File: config.mk
export PLATFORM = sky130hd
export DESIGN_NAME = alu_pipelined_param
export DESIGN_NICKNAME = d
export VERILOG_FILES = /design/src/rtl/alu_pipelined_param.sv
export SDC_FILE = /design/constraint.sdc
export NUM_CORES = 1
export LEC_CHECK = 0
export ABC_AREA = 1
export BUFFER_PORTS_ARGS = -buffer_cell sky130_fd_sc_hd__buf_4
export CAP_MARGIN = 20
export CELL_PAD_IN_SITES_DETAIL_PLACEMENT = 1
export CELL_PAD_IN_SITES_GLOBAL_PLACEMENT = 2
export CORE_ASPECT_RATIO = 1.1
export CORE_MARGIN = 3
export CORE_UTILIZATION = 32
export DETAILED_ROUTE_END_ITERATION = 10
export PLACE_DENSITY_LB_ADDON = 0.1
export SLEW_MARGIN = 10
export SYNTH_ARGS = -nofsm -noshare
export SYNTH_HDL_FRONTEND = slang
export SYNTH_SLANG_ARGS = --single-unit
File: constraint.sdc
create_clock -name clk -period 3.6 [get_ports clk]
set_clock_uncertainty 0.15 [all_clocks]
set_input_delay 0.36 -clock clk [delete_from_list [all_inputs] [get_ports clk]]
set_output_delay 0.36 -clock clk [all_outputs]
set_load 0.01 [all_outputs]
File: src/rtl/alu_pipelined_param.sv
// Parametrised ALU with a STAGES-deep valid/ready pipeline, full flag set and tag passthrough.
// Define ALU_PIPELINED_PERF_EN to add the perf_ops / perf_stalls counters.
module alu_pipelined_param #(
   parameter int WIDTH  = 32,
   parameter int STAGES = 2,
   parameter int TAG_W  = 4
) (
   input  logic             clk,
   input  logic             reset_n,
   input  logic             in_valid,
   output logic             in_ready,
   input  logic [WIDTH-1:0] operand_a,
   input  logic [WIDTH-1:0] operand_b,
   input  logic [4:0]       alu_op,
   input  logic [TAG_W-1:0] in_tag,
   output logic             out_valid,
   input  logic             out_ready,
   output logic [WIDTH-1:0] result,
   output logic [TAG_W-1:0] out_tag,
   output logic             zero,
   output logic             negative,
   output logic             carry,
   output logic             overflow,
   output logic             illegal_op
`ifdef ALU_PIPELINED_PERF_EN
   ,
   output logic [31:0]      perf_ops,
   output logic [31:0]      perf_stalls
`endif
);

   localparam int SHW = $clog2(WIDTH);

   logic [SHW-1:0]   shamt;
   logic [WIDTH:0]   sum;
   logic [WIDTH:0]   diff;
   logic             lt_s;
   logic             lt_u;
   logic [WIDTH-1:0] res_c;
   logic             carry_c;
   logic             ovf_c;
   logic             ill_c;
   logic             zero_c;
   logic             neg_c;

   assign shamt = operand_b[SHW-1:0];
   assign sum   = {1'b0, operand_a} + {1'b0, operand_b};
   assign diff  = {1'b0, operand_a} + {1'b0, ~operand_b} + {{WIDTH{1'b0}}, 1'b1};
   assign lt_s  = $signed(operand_a) < $signed(operand_b);
   assign lt_u  = operand_a < operand_b;

   always_comb begin
      res_c   = '0;
      carry_c = 1'b0;
      ovf_c   = 1'b0;
      ill_c   = 1'b0;
      case (alu_op)
         5'b00000: begin
            res_c   = sum[WIDTH-1:0];
            carry_c = sum[WIDTH];
            ovf_c   = (operand_a[WIDTH-1] == operand_b[WIDTH-1]) &&
                      (sum[WIDTH-1] != operand_a[WIDTH-1]);
         end
         5'b00001: begin
            res_c   = diff[WIDTH-1:0];
            carry_c = ~diff[WIDTH];
            ovf_c   = (operand_a[WIDTH-1] == ~operand_b[WIDTH-1]) &&
                      (diff[WIDTH-1] != operand_a[WIDTH-1]);
         end
         5'b00010: res_c = operand_a & operand_b;
         5'b00011: res_c = operand_a | operand_b;
         5'b00100: res_c = operand_a ^ operand_b;
         5'b00101: res_c = {{(WIDTH-1){1'b0}}, lt_s};
         5'b00110: res_c = operand_a << shamt;
         5'b00111: res_c = operand_a >> shamt;
         5'b01000: res_c = $signed(operand_a) >>> shamt;
         5'b01001: res_c = ~(operand_a | operand_b);
         5'b01010: res_c = {{(WIDTH-1){1'b0}}, ~lt_s};
         5'b01011: res_c = {{(WIDTH-1){1'b0}}, lt_u};
         5'b01100: res_c = {{(WIDTH-1){1'b0}}, ~lt_u};
         default:  ill_c = 1'b1;
      endcase
   end

   // An illegal op reports only illegal_op; zero stays low even though result is 0.
   assign zero_c = !ill_c && (res_c == '0);
   assign neg_c  = res_c[WIDTH-1];

   logic [STAGES-1:0] vld;
   logic [STAGES:0]   rdy;
   logic [WIDTH-1:0]  res_q [STAGES];
   logic [4:0]        flg_q [STAGES];
   logic [TAG_W-1:0]  tag_q [STAGES];

   // Ready ripples back from the consumer so empty stages absorb bubbles.
   always_comb begin
      rdy         = '0;
      rdy[STAGES] = out_ready;
      for (int k = STAGES - 1; k >= 0; k--) begin
         rdy[k] = !vld[k] || rdy[k+1];
      end
   end

   always_ff @(posedge clk) begin
      if (!reset_n) begin
         vld <= '0;
         for (int k = 0; k < STAGES; k++) begin
            res_q[k] <= '0;
            flg_q[k] <= '0;
            tag_q[k] <= '0;
         end
      end else begin
         if (rdy[0]) begin
            vld[0] <= in_valid;
            if (in_valid) begin
               res_q[0] <= res_c;
               flg_q[0] <= {ill_c, ovf_c, carry_c, neg_c, zero_c};
               tag_q[0] <= in_tag;
            end
         end
         for (int k = 1; k < STAGES; k++) begin
            if (rdy[k]) begin
               vld[k] <= vld[k-1];
               if (vld[k-1]) begin
                  res_q[k] <= res_q[k-1];
                  flg_q[k] <= flg_q[k-1];
                  tag_q[k] <= tag_q[k-1];
               end
            end
         end
      end
   end

   assign in_ready   = rdy[0];
   assign out_valid  = vld[STAGES-1];
   assign result     = res_q[STAGES-1];
   assign out_tag    = tag_q[STAGES-1];
   assign zero       = flg_q[STAGES-1][0];
   assign negative   = flg_q[STAGES-1][1];
   assign carry      = flg_q[STAGES-1][2];
   assign overflow   = flg_q[STAGES-1][3];
   assign illegal_op = flg_q[STAGES-1][4];

`ifdef ALU_PIPELINED_PERF_EN
   always_ff @(posedge clk) begin
      if (!reset_n) begin
         perf_ops    <= '0;
         perf_stalls <= '0;
      end else begin
         if (out_valid && out_ready) perf_ops <= perf_ops + 32'd1;
         if (out_valid && !out_ready) perf_stalls <= perf_stalls + 32'd1;
      end
   end
`endif

endmodule

Yosys cells after proc, flatten, opt, wreduce, memory -nomap -nowiden
Memory sizes are Yosys's and may differ from the RTL's.
Cells that the tools add are included.
{"block": "op_classes", "n_addsub": 3, "order_cmp": 2, "n_eq_ne": 16, "shift": 3, "n_mux": 19, "bitwise_logic": 15, "reduce_logical": 10}
{"cell": "32-bit case mux with 13 select lines", "count": 1}
{"cell": "32-bit by 32-bit adder with 33-bit output", "count": 2}
{"cell": "32-bit less-than comparator", "count": 2}
{"cell": "32-bit 2-to-1 mux", "count": 2}
{"cell": "32-bit inverter", "count": 2}
{"cell": "33-bit by 1-bit adder with 33-bit output, second input constant", "count": 1}
{"cell": "32-bit bitwise AND", "count": 1}
{"cell": "32-bit zero test", "count": 1}
{"cell": "32-bit OR", "count": 1}
{"cell": "32-bit by 5-bit left shift with 32-bit output", "count": 1}
{"cell": "32-bit by 5-bit right shift with 32-bit output", "count": 1}
{"cell": "32-bit by 5-bit >>> shifter with 32-bit output", "count": 1}
{"cell": "32-bit XOR", "count": 1}
{"cell": "5-bit by 4-bit == test with 1-bit output, second input constant", "count": 5}
{"cell": "5-bit by 3-bit == test with 1-bit output, second input constant", "count": 4}
{"cell": "13-bit OR reduction", "count": 1}
{"cell": "5-bit by 2-bit == test with 1-bit output, second input constant", "count": 2}
{"cell": "1-bit 2-to-1 mux", "count": 10}
{"cell": "5-bit 2-to-1 mux", "count": 2}
{"cell": "4-bit 2-to-1 mux", "count": 2}
{"cell": "1-bit OR", "count": 6}
{"cell": "5-bit by 1-bit == test with 1-bit output, second input constant", "count": 1}
{"cell": "5-bit zero test", "count": 1}
{"cell": "1-bit inverter", "count": 4}
{"cell": "6 further kinds", "count": 13}
{"block": "totals", "register_bits": 2, "ram_bits": 82, "inputBits": 77, "out_inout_bits": 43, "wordCells": 73, "memories": 3}
{"name": "res_q", "words": 2, "word_bits": 32, "rd": 2, "rd_ports_with_merged_regs": 0, "wr": 2, "line_no": "91", "text": "logic [WIDTH-1:0] res_q [STAGES];"}
{"name": "flg_q", "words": 2, "word_bits": 5, "rd": 2, "rd_ports_with_merged_regs": 0, "wr": 2, "line_no": "92", "text": "logic [4:0] flg_q [STAGES];"}
{"name": "tag_q", "words": 2, "word_bits": 4, "rd": 2, "rd_ports_with_merged_regs": 0, "wr": 2, "line_no": "93", "text": "logic [TAG_W-1:0] tag_q [STAGES];"}

Logic depth before layout (Yosys ltp)
Gate-level depths: netlist of the first run.
{"block": "logic_depth", "depth_word": 7, "mapped_depth": 24, "ltp_nobuf": 21}

Worst setup path before layout of the first run
No wires, ideal clock.
{"block": "synth_timing", "path_kind": "input port to flip-flop", "start": "input port operand_b[2]", "end": "memory flg_q[0][0], data pin", "setup_time_ns": 0.138, "arrival_ns": 2.757, "required_ns": 3.312, "setup_slack_ns": 0.555, "stages": 23, "path_buffers": 4, "path_cell_list": "buf_2 > inv_2 > clkbuf_1 > buf_2 > ha_1 > buf_4 > inv_1 > nand2_1 > nand2_1 > nand4_1 > nand2_1 > nand2_1 > nand2_1 > nand2_1 > nand2_1 > nand2_1 > nand2_1 > nor2_1 > nor2_1 > nand3_1 > nor2_1 > nand3_1 > nor2_1"}
{"element": "start: declaration", "line_no": "13", "text": "input logic [WIDTH-1:0] operand_b,"}
{"element": "end: declaration", "line_no": "92"}

==> out/metrics.cfg, run 1 <==
[synthesis]
synthTopCellsByCount = nand2_1 (689), nand3_1 (478), inv_1 (333)
synthCells = 2445
ys_seq_area_share_pct = 17.9
synth_warnings = 0
synth_flop_cell = edfxtp_1
postSynthAreaPerCell_sq_um = 5.58
async_flop_share_pct = 0
ys_ff_latch = 82
synth_area_leaders = nand2_1 (19%), edfxtp_1 (18%), nand3_1 (18%), ha_1 (9.3%), inv_1 (9.2%)
synth.net_count = 2625
yosysTopAreaCellShare_pct = 19.0
yosys.area.top_type = nand2_1
synth-edff-count = 80
synth_cell_types = 41
syn_area_sq_mm = 0.0136
synth_most_common_cell = nand2_1

[worst_setup_path]
crit_slowest_cell = nor2_1
reg2reg_from = vld[1]
endpoint = flg_q[0][0]
path_common_cell = nor2_1
cpPeakStageDelay_ns = 0.40
r2r_cells = 6
rrSetupSlack_ns = 1.35
end_kind = flip-flop
crit_chain = buf_4 -> inv_1 -> ha_1 -> buf_4 -> nor2_1 -> nand2_1 -> nor2_1 -> nand2_1 -> nand3_1 -> nand2_1 -> nand3_1 -> nand3_1 -> nor2_1 -> nand2_1 -> nor2_1 -> nand3_1 -> nor2_1 -> nand2_1 -> nor2_1
reg2reg_to = res_q[0][3]
crit_arrival_ns = 3.41
critPathRequiredTime_ns = 3.65
start_kind = input port
critPathMaxFanout = 6
critPathLaunch = operand_a[7]
crit_type = in2reg

[global_route]
grt_antenna_before_repair = 0
track_usage_pct = 33.3
grt_max_degree = 71
grt_pass1_vias = 17215
grt_pass1_wl_um = 113000
gr-total-overflow = 0

[timing]
holdWs_ns = 0.166
finalHoldViolations = 0
fin_setup_tns_ns = 0
timing.fmax_mhz = 297
setup_viol = 0
worstMarginPinSlew_ns = 0.986
period_share_pct = 93.4
slew_headroom_pct = 34.0
maxSlewViolCount = 0
rsz0062_at_grt = false
finalCriticalPeriod_ns = 3.36
worst_slack_ns = 0.237

[route]
first_pass_iters = 6
via_per_inst = 5.49
drt_iter0_drc = 1570
drt-met1-wl_um = 34800
postRouteAntennaNets = 0
finalWirelength_um = 77400
routed-wl-met3_um = 4020
vias = 17171
drc = 0
wl_met2_um = 35500
routedWlPerCell_um = 24.7
top_layer_used = met4

[floorplan]
dieArea_sq_mm = 0.0451
rows = 78
die_w_um = 203
fp.dieH_um = 222
fp.coreArea_sq_mm = 0.0417
start_util_pct = 32.7
io_pins = 120

[clocking]
clock_latency_ns = 0.34
cts_hold_buf = 0
cts_sinks = 82
htree_levels = 3
clockBufferDepth = 2
postCtsSetupBuffers = 0
cts_buffers = 9
post_cts_resized = 0
cts.clk_slew.worst_paths_ns = 0.07
cts_root_buffer = clkbuf_16
cts_tree = done

[hold_path]
hp-class = in2reg
min_from = in_tag[3]

[power_and_ir_drop]
power.density_mw_per_mm2 = 261
switching_share_pct = 43.3
p_comb_share_pct = 47.7
power.internal_mw = 2.34
leakage_nw = 8.43
clkPwrFrac_pct = 24.5
vdd_drop_max_mv = 0.272
switchingPower_mw = 1.79
pwr-share-seq_pct = 27.8

[finish]
instances_no_fill = 3128
regArea_sq_mm = 0.00244
multi_input_area_sq_mm = 0.00914
n_antenna_cell = 0
nFillCells = 5850
area_delta_synth_final_pct = 16.1
nNetsFinal = 2743
final_layout_size_suffix_gt1_share_pct = 11.3
final_area_sq_mm = 0.0158

[placed_design]
place_area_sq_mm = 0.0155
dp_hpwl_um = 65600
port_buffers = 119
place_ws_ns = -0.0685
dp_cells = 3112
place.gp.congestion = 1.01

[status]
status = complete, no violations

[flow_run]
cap_violations = 0

-- worst min-delay path by stage --
| stage | end | slack (ns) | cells past startpoint |
|---|---|---|---|
| after floorplan | vld[1] | 0.29 | 2 |
| after global placement | vld[1] | 0.30 | 2 |
| after detailed placement | vld[1] | 0.35 | 2 |
| after CTS | tag_q[0][3] | 0.16 | 3 |
| after global routing | tag_q[0][3] | 0.16 | 3 |
| final | tag_q[0][3] | 0.17 | 3 |
-- layer usage --
layer,vias to the layer above,track usage [%]
met4,0,11.3
met5,-,0
met3,108,2.36
met1,8382,46.0
li1,8084,-
met2,597,55.1
-- sequential cells by signal (all words and copies together), names as in the netlist --
name	cells
res_q	62
flg_q	10
tag_q	8
vld	2
-- area by class of cell --
cell class                 count  share of cell area (%)
clock inverter                 7                   0.632
clock buffer                   9                    1.42
sequential                    82                    15.4
inverter                     347                    8.23
timing repair buffer         245                    12.1
tap                          560                    4.43
multi-input combinational   1878                    57.8
-- cells by family after synthesis --
family	Yosys count	synth area share, %
adders and majority gates	103	9.56
and+or+nand+nor	1554	48.6
buffers and inverters	485	15.1
DFF	82	17.9
xor gates and xnor gates	2	0.129
AOI/OAI and AO/OA	219	8.76
-- cells in the final DEF, fill, tap and decap left out, types with 3 or more instances in the layout --
| cell type | instances |
|---|---|
| nand2_1 | 688 |
| nand3_1 | 478 |
| inv_1 | 333 |
| nor2_1 | 299 |
| buf_4 | 239 |
| ha_1 | 101 |
| a21oi_1 | 84 |
| o21ai_0 | 82 |
| edfxtp_1 | 80 |
| nand4_1 | 31 |
| nor3_1 | 28 |
| o22ai_1 | 15 |
| inv_2 | 14 |
| o21bai_1 | 11 |
| o211ai_1 | 11 |
| clkbuf_16 | 9 |
| nand2_2 | 6 |
| buf_12 | 6 |
| nor2_2 | 5 |
| o21ai_1 | 5 |
| and2_1 | 5 |
| a31oi_1 | 4 |
| or2_2 | 3 |
| nand3b_1 | 3 |
| and3_1 | 3 |
| nor4_1 | 3 |
-- stage by stage --
step	power, mW	utilization (%)
after CTS	4.11	38.0
after global placement	3.07	37.2
after global routing	4.35	38.0
after detailed placement	3.09	37.2
after floorplan	2.27	-
final	4.13	38.0
-- worst max-delay path: cells and delay by family --
kind | cells | cell delay (ns)
simple gates | 15 | 2.29
fa+ha+maj | 1 | 0.36
buf+inv | 3 | 0.40
-- power groups by stage --
stage,clock [mW],combinational [mW],sequential (mW)
3_3_place_gp,0,1.91,1.16
5_1_grt,1.06,2.14,1.15
3_5_place_dp,0,1.93,1.17
2_1_floorplan,0,1.11,1.16
4_1_cts,1.03,1.94,1.15
6_report,1.01,1.97,1.15
(Power assumes the default switching activity.)
==> run 2: changes to the inputs <==
==> constraint.sdc (replaced) <==
create_clock -name clk -period 3.3 [get_ports clk]
set_clock_uncertainty 0.15 [all_clocks]
set_input_delay 0.33 -clock clk [delete_from_list [all_inputs] [get_ports clk]]
set_output_delay 0.33 -clock clk [all_outputs]
set_load 0.01 [all_outputs]
==> run 2 against run 1 <==
Sequential cell count unchanged. Core utilization increased by 2.1 points. Clock-buffer cell count unchanged. Critical path depth unchanged. Wire length increased by 1.7%. Non-clock buffer count increased by 109. Final cell count increased by 3.5%. Clock power increased by 9.9%. Sequential power increased by 9%. Total power increased by 13%. Via count increased by 1.9%. Critical path type unchanged. Largest power group unchanged.
==> out/metrics.cfg, run 2 (synthesis gave the netlist of run 1 again) <==
[status]
status = complete, no violations  ; unchanged

[global_route]
grt_pass1_wl_um = 115000  ; was 113000 um
track_usage_pct = 34.0  ; was 33.3%
grt_antenna_before_repair = 1  ; was 0
grt_pass1_vias = 17539  ; was 17215
gr-total-overflow = 0  ; unchanged
grt_max_degree = 69  ; was 71

[floorplan]
rows = 78  ; unchanged
fp.coreArea_sq_mm = 0.0417  ; unchanged
io_pins = 120  ; unchanged
start_util_pct = 32.7  ; unchanged
dieArea_sq_mm = 0.0451  ; unchanged
fp.dieH_um = 222  ; unchanged
die_w_um = 203  ; unchanged

[route]
wl_met2_um = 36900  ; was 35500 um
routed-wl-met3_um = 4370  ; was 4020 um
postRouteAntennaNets = 0  ; unchanged
first_pass_iters = 5  ; was 6
top_layer_used = met4  ; unchanged
drt-met1-wl_um = 34900  ; was 34800 um
finalWirelength_um = 78700  ; was 77400 um
via_per_inst = 5.40  ; was 5.49
vias = 17493  ; was 17171
drc = 0  ; unchanged
routedWlPerCell_um = 24.3  ; was 24.7 um
drt_iter0_drc = 1329  ; was 1570

[timing]
finalHoldViolations = 0  ; unchanged
finalCriticalPeriod_ns = 3.05
worstMarginPinSlew_ns = 0.990  ; was 0.986 ns
holdWs_ns = 0.136  ; was 0.166 ns
slew_headroom_pct = 33.7  ; was 34.0%
maxSlewViolCount = 0  ; unchanged
setup_viol = 0  ; unchanged
period_share_pct = 92.4
timing.fmax_mhz = 328
rsz0062_at_grt = false  ; unchanged

[power_and_ir_drop]
leakage_nw = 8.96  ; was 8.43 nW
switching_share_pct = 42.6  ; was 43.3%
vdd_drop_max_mv = 0.254  ; was 0.272 mV
pwr-share-seq_pct = 26.9  ; was 27.8%
power.internal_mw = 2.67  ; was 2.34 mW
power.density_mw_per_mm2 = 279  ; was 261 mW/mm^2
switchingPower_mw = 1.98  ; was 1.79 mW
clkPwrFrac_pct = 23.9  ; was 24.5%
p_comb_share_pct = 49.2  ; was 47.7%
power_mw = 4.66  ; was 4.13 mW

[hold_path]
min_path_cells = 3  ; unchanged
hp-class = in2reg  ; unchanged

[placed_design]
place.gp.congestion = 0.992  ; was 1.01
port_buffers = 119  ; unchanged
dp_hpwl_um = 67400  ; was 65600 um
place_area_sq_mm = 0.0164  ; was 0.0155 sq mm
dp_cells = 3221  ; was 3112

[clocking]
postCtsSetupBuffers = 0  ; unchanged
cts.clk_slew.worst_paths_ns = 0.07  ; about the same
clockBufferDepth = 2  ; unchanged
cts_root_buffer = clkbuf_16  ; unchanged
cts_tree = done  ; unchanged
cts_sinks = 82  ; unchanged
htree_levels = 3  ; unchanged
cts_buffers = 9  ; unchanged
clock_latency_ns = 0.34  ; about the same

[worst_setup_path]
end_kind = flip-flop  ; unchanged
start_kind = input port  ; unchanged
reg2reg_from = vld[1]  ; unchanged
endpoint = flg_q[0][0]  ; unchanged
critPathLaunch = operand_a[10]  ; was operand_a[7]
crit_arrival_ns = 3.11  ; was 3.41 ns
crit_type = in2reg  ; unchanged
rrSetupSlack_ns = 1.12  ; was 1.35 ns
reg2reg_to = flg_q[0][3]  ; was res_q[0][3]
critPathMaxFanout = 6  ; unchanged
critPathRequiredTime_ns = 3.36  ; was 3.65 ns
r2r_cells = 6  ; unchanged

[finish]
regMostFlops = res_q  ; unchanged
final_area_sq_mm = 0.0167  ; was 0.0158 sq mm
largest_register_ffs = 62  ; unchanged
nNetsFinal = 2852  ; was 2743
final_core_util_pct = 40.1  ; was 38.0%
final_cell_mix = nand2_1 (688), nand3_1 (478), buf_4 (344)  ; was nand2_1 (688), nand3_1 (478), inv_1 (333)
area_delta_synth_final_pct = 22.6  ; was 16.1%
final_layout_size_suffix_gt1_share_pct = 15.1  ; was 11.3%
instances_no_fill = 3239  ; was 3128
top_regs = res_q x62, flg_q x10, tag_q x8  ; unchanged
layout_commonest_cell = nand2_1  ; unchanged

[flow_run]
cap_violations = 0  ; unchanged

## run 2: power groups by stage
stage / logic, mW / clock network (mW) / registers [mW]
4_1_cts: 2.25 / 1.13 / 1.25
3_3_place_gp: 2.21 / 0 / 1.27
2_1_floorplan: 1.21 / 0 / 1.27
6_report: 2.29 / 1.11 / 1.25
5_1_grt: 2.49 / 1.17 / 1.26
3_5_place_dp: 2.24 / 0 / 1.27
## run 2: worst min-delay path by stage
stage                  endpoint      start
global placement         vld[1]     vld[0]
detailed placement       vld[1]     vld[0]
floorplan                vld[1]     vld[0]
global route        tag_q[0][0]  in_tag[0]
CTS                 tag_q[0][0]  in_tag[0]
finish              tag_q[0][0]  in_tag[0]
## run 2: critical path: stages
cell and delay [ns]:
buf_4 0.16, inv_1 0.07, ha_1 0.38, buf_4 0.18, nor2_1 0.24, nand2_1 0.15, nor2_1 0.11, nand2_1 0.08
nand3_1 0.18, nand2_1 0.08, nand3_1 0.07, nand3_1 0.18, nor2_2 0.25, nand2_1 0.08, nor2_1 0.16, nand3_1 0.09
nor2_1 0.13, nand2_1 0.07, nor2_1 0.10
## run 2: cell type report
| cell class | count | area [sq um] |
|---|---|---|
| timing repair buffer | 354 | 2780 |
| clock inverter | 7 | 105 |
| clock buffer | 9 | 225 |
| antenna | 2 | 5.00 |
| sequential | 82 | 2440 |
| tap | 560 | 701 |
| inverter | 347 | 1300 |
| multi-input combinational | 1878 | 9150 |
| fill | 5815 | 25000 |
## run 2: per-stage QoR
stage / worst slack, ns / setup TNS [ns]
floorplan: 0.285 / 0
global placement: -0.169 / -0.169
detailed placement: -0.211 / -0.211
CTS: 0.181 / 0
global route: 0.0368 / 0
finish: 0.252 / 0
## run 2: timing repair
action / 4_1_cts / 5_1_grt
setup endpoints to repair: 0 / 1
hold buffers: 0 / 0
gates resized for setup: 0 / 3
## run 2: metal layers
metal  vias to the layer above  GRT usage [%]
li1                       8308              -
met5                         -              0
met1                      8504           46.0
met4                         0           9.73
met2                       585           57.0
met3                        96           3.82
==> run 3: changes to the inputs <==
--- a/config.mk
+++ b/config.mk
@@ -10,7 +10,7 @@
 export CAP_MARGIN = 20
 export CELL_PAD_IN_SITES_DETAIL_PLACEMENT = 1
 export CELL_PAD_IN_SITES_GLOBAL_PLACEMENT = 2
-export CORE_ASPECT_RATIO = 1.1
+export CORE_ASPECT_RATIO = 0.6
 export CORE_MARGIN = 3
 export CORE_UTILIZATION = 32
 export DETAILED_ROUTE_END_ITERATION = 10
==> run 3 against run 2 <==
Clock power shrank 13%. Via count is 3.0% higher. Sequential power about the same. Register-to-register slack gained 0.06 ns. Non-clock buffer count is 45 higher. Critical endpoint unchanged. Largest cell class unchanged. Largest power group unchanged. Highest routed layer unchanged.
==> out/metrics.cfg, run 3 (synthesis gave the netlist of run 1 again) <==
[clocking]
clockBufferDepth = 2  ; unchanged
cts.clk_slew.worst_paths_ns = 0.07  ; about the same
cts_tree = done  ; unchanged
htree_levels = 3  ; unchanged
cts_sinks = 82  ; unchanged
cts_buffers = 9  ; unchanged
clock_latency_ns = 0.35  ; was 0.34 ns
cts_hold_buf = 0  ; unchanged
cts_root_buffer = clkbuf_16  ; unchanged
postCtsSetupBuffers = 0  ; unchanged

[timing]
timing.fmax_mhz = 311  ; was 328 MHz
setup_viol = 0  ; unchanged
period_share_pct = 97.3  ; was 92.4%
maxSlewViolCount = 0  ; unchanged
finalHoldViolations = 0  ; unchanged
worstMarginPinSlew_ns = 1.08  ; was 0.990 ns
slew_headroom_pct = 27.2  ; was 33.7%
worst_slack_ns = 0.0877  ; was 0.252 ns
holdWs_ns = 0.126  ; was 0.136 ns
finalCriticalPeriod_ns = 3.21  ; was 3.05 ns
fin_setup_tns_ns = 0  ; unchanged
rsz0062_at_grt = false  ; unchanged

[power_and_ir_drop]
switching_share_pct = 44.6  ; was 42.6%
p_comb_share_pct = 52.3  ; was 49.2%
pwr-share-seq_pct = 26.9  ; about the same
vdd_drop_max_mv = 0.237  ; was 0.254 mV
power.internal_mw = 2.57  ; was 2.67 mW
power.density_mw_per_mm2 = 272  ; was 279 mW/mm^2
leakage_nw = 9.19  ; was 8.96 nW
switchingPower_mw = 2.07  ; was 1.98 mW
clkPwrFrac_pct = 20.8  ; was 23.9%

[route]
routedWlPerCell_um = 24.0  ; was 24.3 um
vias = 18019  ; was 17493
drt_iter0_drc = 2167  ; was 1329
postRouteAntennaNets = 0  ; unchanged
via_per_inst = 5.49  ; was 5.40
finalWirelength_um = 78900  ; was 78700 um
first_pass_iters = 5  ; unchanged
drc = 0  ; unchanged

[finish]
nNetsFinal = 2897  ; was 2852
area_delta_synth_final_pct = 25.3  ; was 22.6%
regMostFlops = res_q  ; unchanged
final_cell_mix = nand2_1 (685), nand3_1 (476), buf_4 (383)  ; was nand2_1 (688), nand3_1 (478), buf_4 (344)
layout_commonest_cell = nand2_1  ; unchanged
largest_register_ffs = 62  ; unchanged
final_layout_size_suffix_gt1_share_pct = 16.5  ; was 15.1%
top_regs = res_q x62, flg_q x10, tag_q x8  ; unchanged

[worst_setup_path]
start_kind = input port  ; unchanged
cpPeakStageDelay_ns = 0.77  ; was 0.38 ns
end_kind = flip-flop  ; unchanged
critPathRequiredTime_ns = 3.36  ; about the same
crit_slowest_cell = o21ai_0  ; was ha_1
crit_arrival_ns = 3.28  ; was 3.11 ns
rrSetupSlack_ns = 1.18  ; was 1.12 ns
crit_chain = buf_4 -> inv_1 -> ha_1 -> nand2_1 -> buf_4 -> inv_1 -> nand2_1 -> o21ai_0 -> nand2_1 -> nand3_1 -> nand2_1 -> nand3_1 -> nand3_1 -> nor3_1 -> nand3_1 -> nor2_1  ; was buf_4 -> inv_1 -> ha_1 -> buf_4 -> nor2_1 -> nand2_1 -> nor2_1 -> nand2_1 -> nand3_1 -> nand2_1 -> nand3_1 -> nand3_1 -> nor2_2 -> nand2_1 -> nor2_1 -> nand3_1 -> nor2_1 -> nand2_1 -> nor2_1
critPathMaxFanout = 9  ; was 6
crit_type = in2reg  ; unchanged

[global_route]
grt_pass1_wl_um = 115000  ; about the same
gr-total-overflow = 0  ; unchanged
grt_max_degree = 69  ; unchanged
grt_pass1_vias = 17214  ; was 17539
track_usage_pct = 34.2  ; was 34.0%
grt_antenna_before_repair = 0  ; was 1

[floorplan]
fp.dieH_um = 166  ; was 222 um
io_pins = 120  ; unchanged
die_w_um = 272  ; was 203 um
rows = 57  ; was 78
start_util_pct = 33.1  ; was 32.7%
dieArea_sq_mm = 0.0452  ; was 0.0451 sq mm
fp.coreArea_sq_mm = 0.0412  ; was 0.0417 sq mm

[placed_design]
dp_hpwl_um = 67500  ; was 67400 um
port_buffers = 119  ; unchanged
place.gp.congestion = 0.999  ; was 0.992
place_ws_ns = -0.198  ; was -0.211 ns

[flow_run]
cap_violations = 0  ; unchanged

[status]
status = complete, no violations  ; unchanged

[hold_path]
hp-class = in2reg  ; unchanged

-- run 3: cell types whose count changed in the layout (fill, tap and decap cells not counted), sizes merged --
cell,change
buf,+45
bufinv,-2
clkbuf,+1
clkinv,+1
clkinvlp,+2
diode,-1
inv,-2
-- run 3: metal layers --
layer | GRT usage (%) | vias up | share of wire (%)
li1 | - | 8404 | -
met4 | 4.75 | 0 | 1.6
met3 | 8.45 | 60 | 10
met5 | 0 | - | 0
met1 | 53.7 | 8723 | 49
met2 | 47.1 | 832 | 39
-- run 3: stage by stage --
step / cell area (sq um) / utilization (%) / cells / power, mW
after global routing: 17100 / 41.4 / 3282 / 4.91
after global placement: 16800 / 40.7 / 3265 / 3.57
final: 17100 / 41.5 / 3283 / 4.64
after floorplan: 13600 / - / 2445 / 2.48
after CTS: 17000 / 41.3 / 3281 / 4.58
after detailed placement: 16800 / 40.7 / 3265 / 3.61
-- run 3: worst max-delay path, delay by kind of cell --
family	cells	cell delay [ns]
fa+ha+maj	1	0.49
buf+inv	4	0.38
simple gates	10	1.29
compound gates	1	0.77
-- run 3: power by group through the flow --
stage          sequential (mW)  clock, mW  combinational, mW
2_1_floorplan             1.27          0               1.21
3_3_place_gp              1.27          0               2.30
3_5_place_dp              1.27          0               2.34
4_1_cts                   1.25      0.985               2.35
5_1_grt                   1.26       1.04               2.62
6_report                  1.25      0.967               2.43
-- run 3: final cells by class --
type	instances	area, sq um
sequential	82	2440
antenna	1	2.50
fill	5717	24100
multi-input combinational	1878	9170
inverter	347	1300
clock buffer	10	229
timing repair buffer	399	3200
clock inverter	6	48.8
tap	560	701
-- run 3: final timing paths --
check | start | to | cells after the start
hold reg to reg | vld[0] | vld[1] | 2
setup reg to reg | vld[0] | res_q[0][9] | 6
hold / removal | in_tag[2] | tag_q[0][2] | 3
setup / recovery | operand_a[14] | flg_q[0][0] | 16
-- run 3: what timing repair did --
item / in CTS / in global routing
endpoints found under the setup margin: 0 / 1
endpoints found under the hold margin: 0 / 0
gates resized for setup: 0 / 6
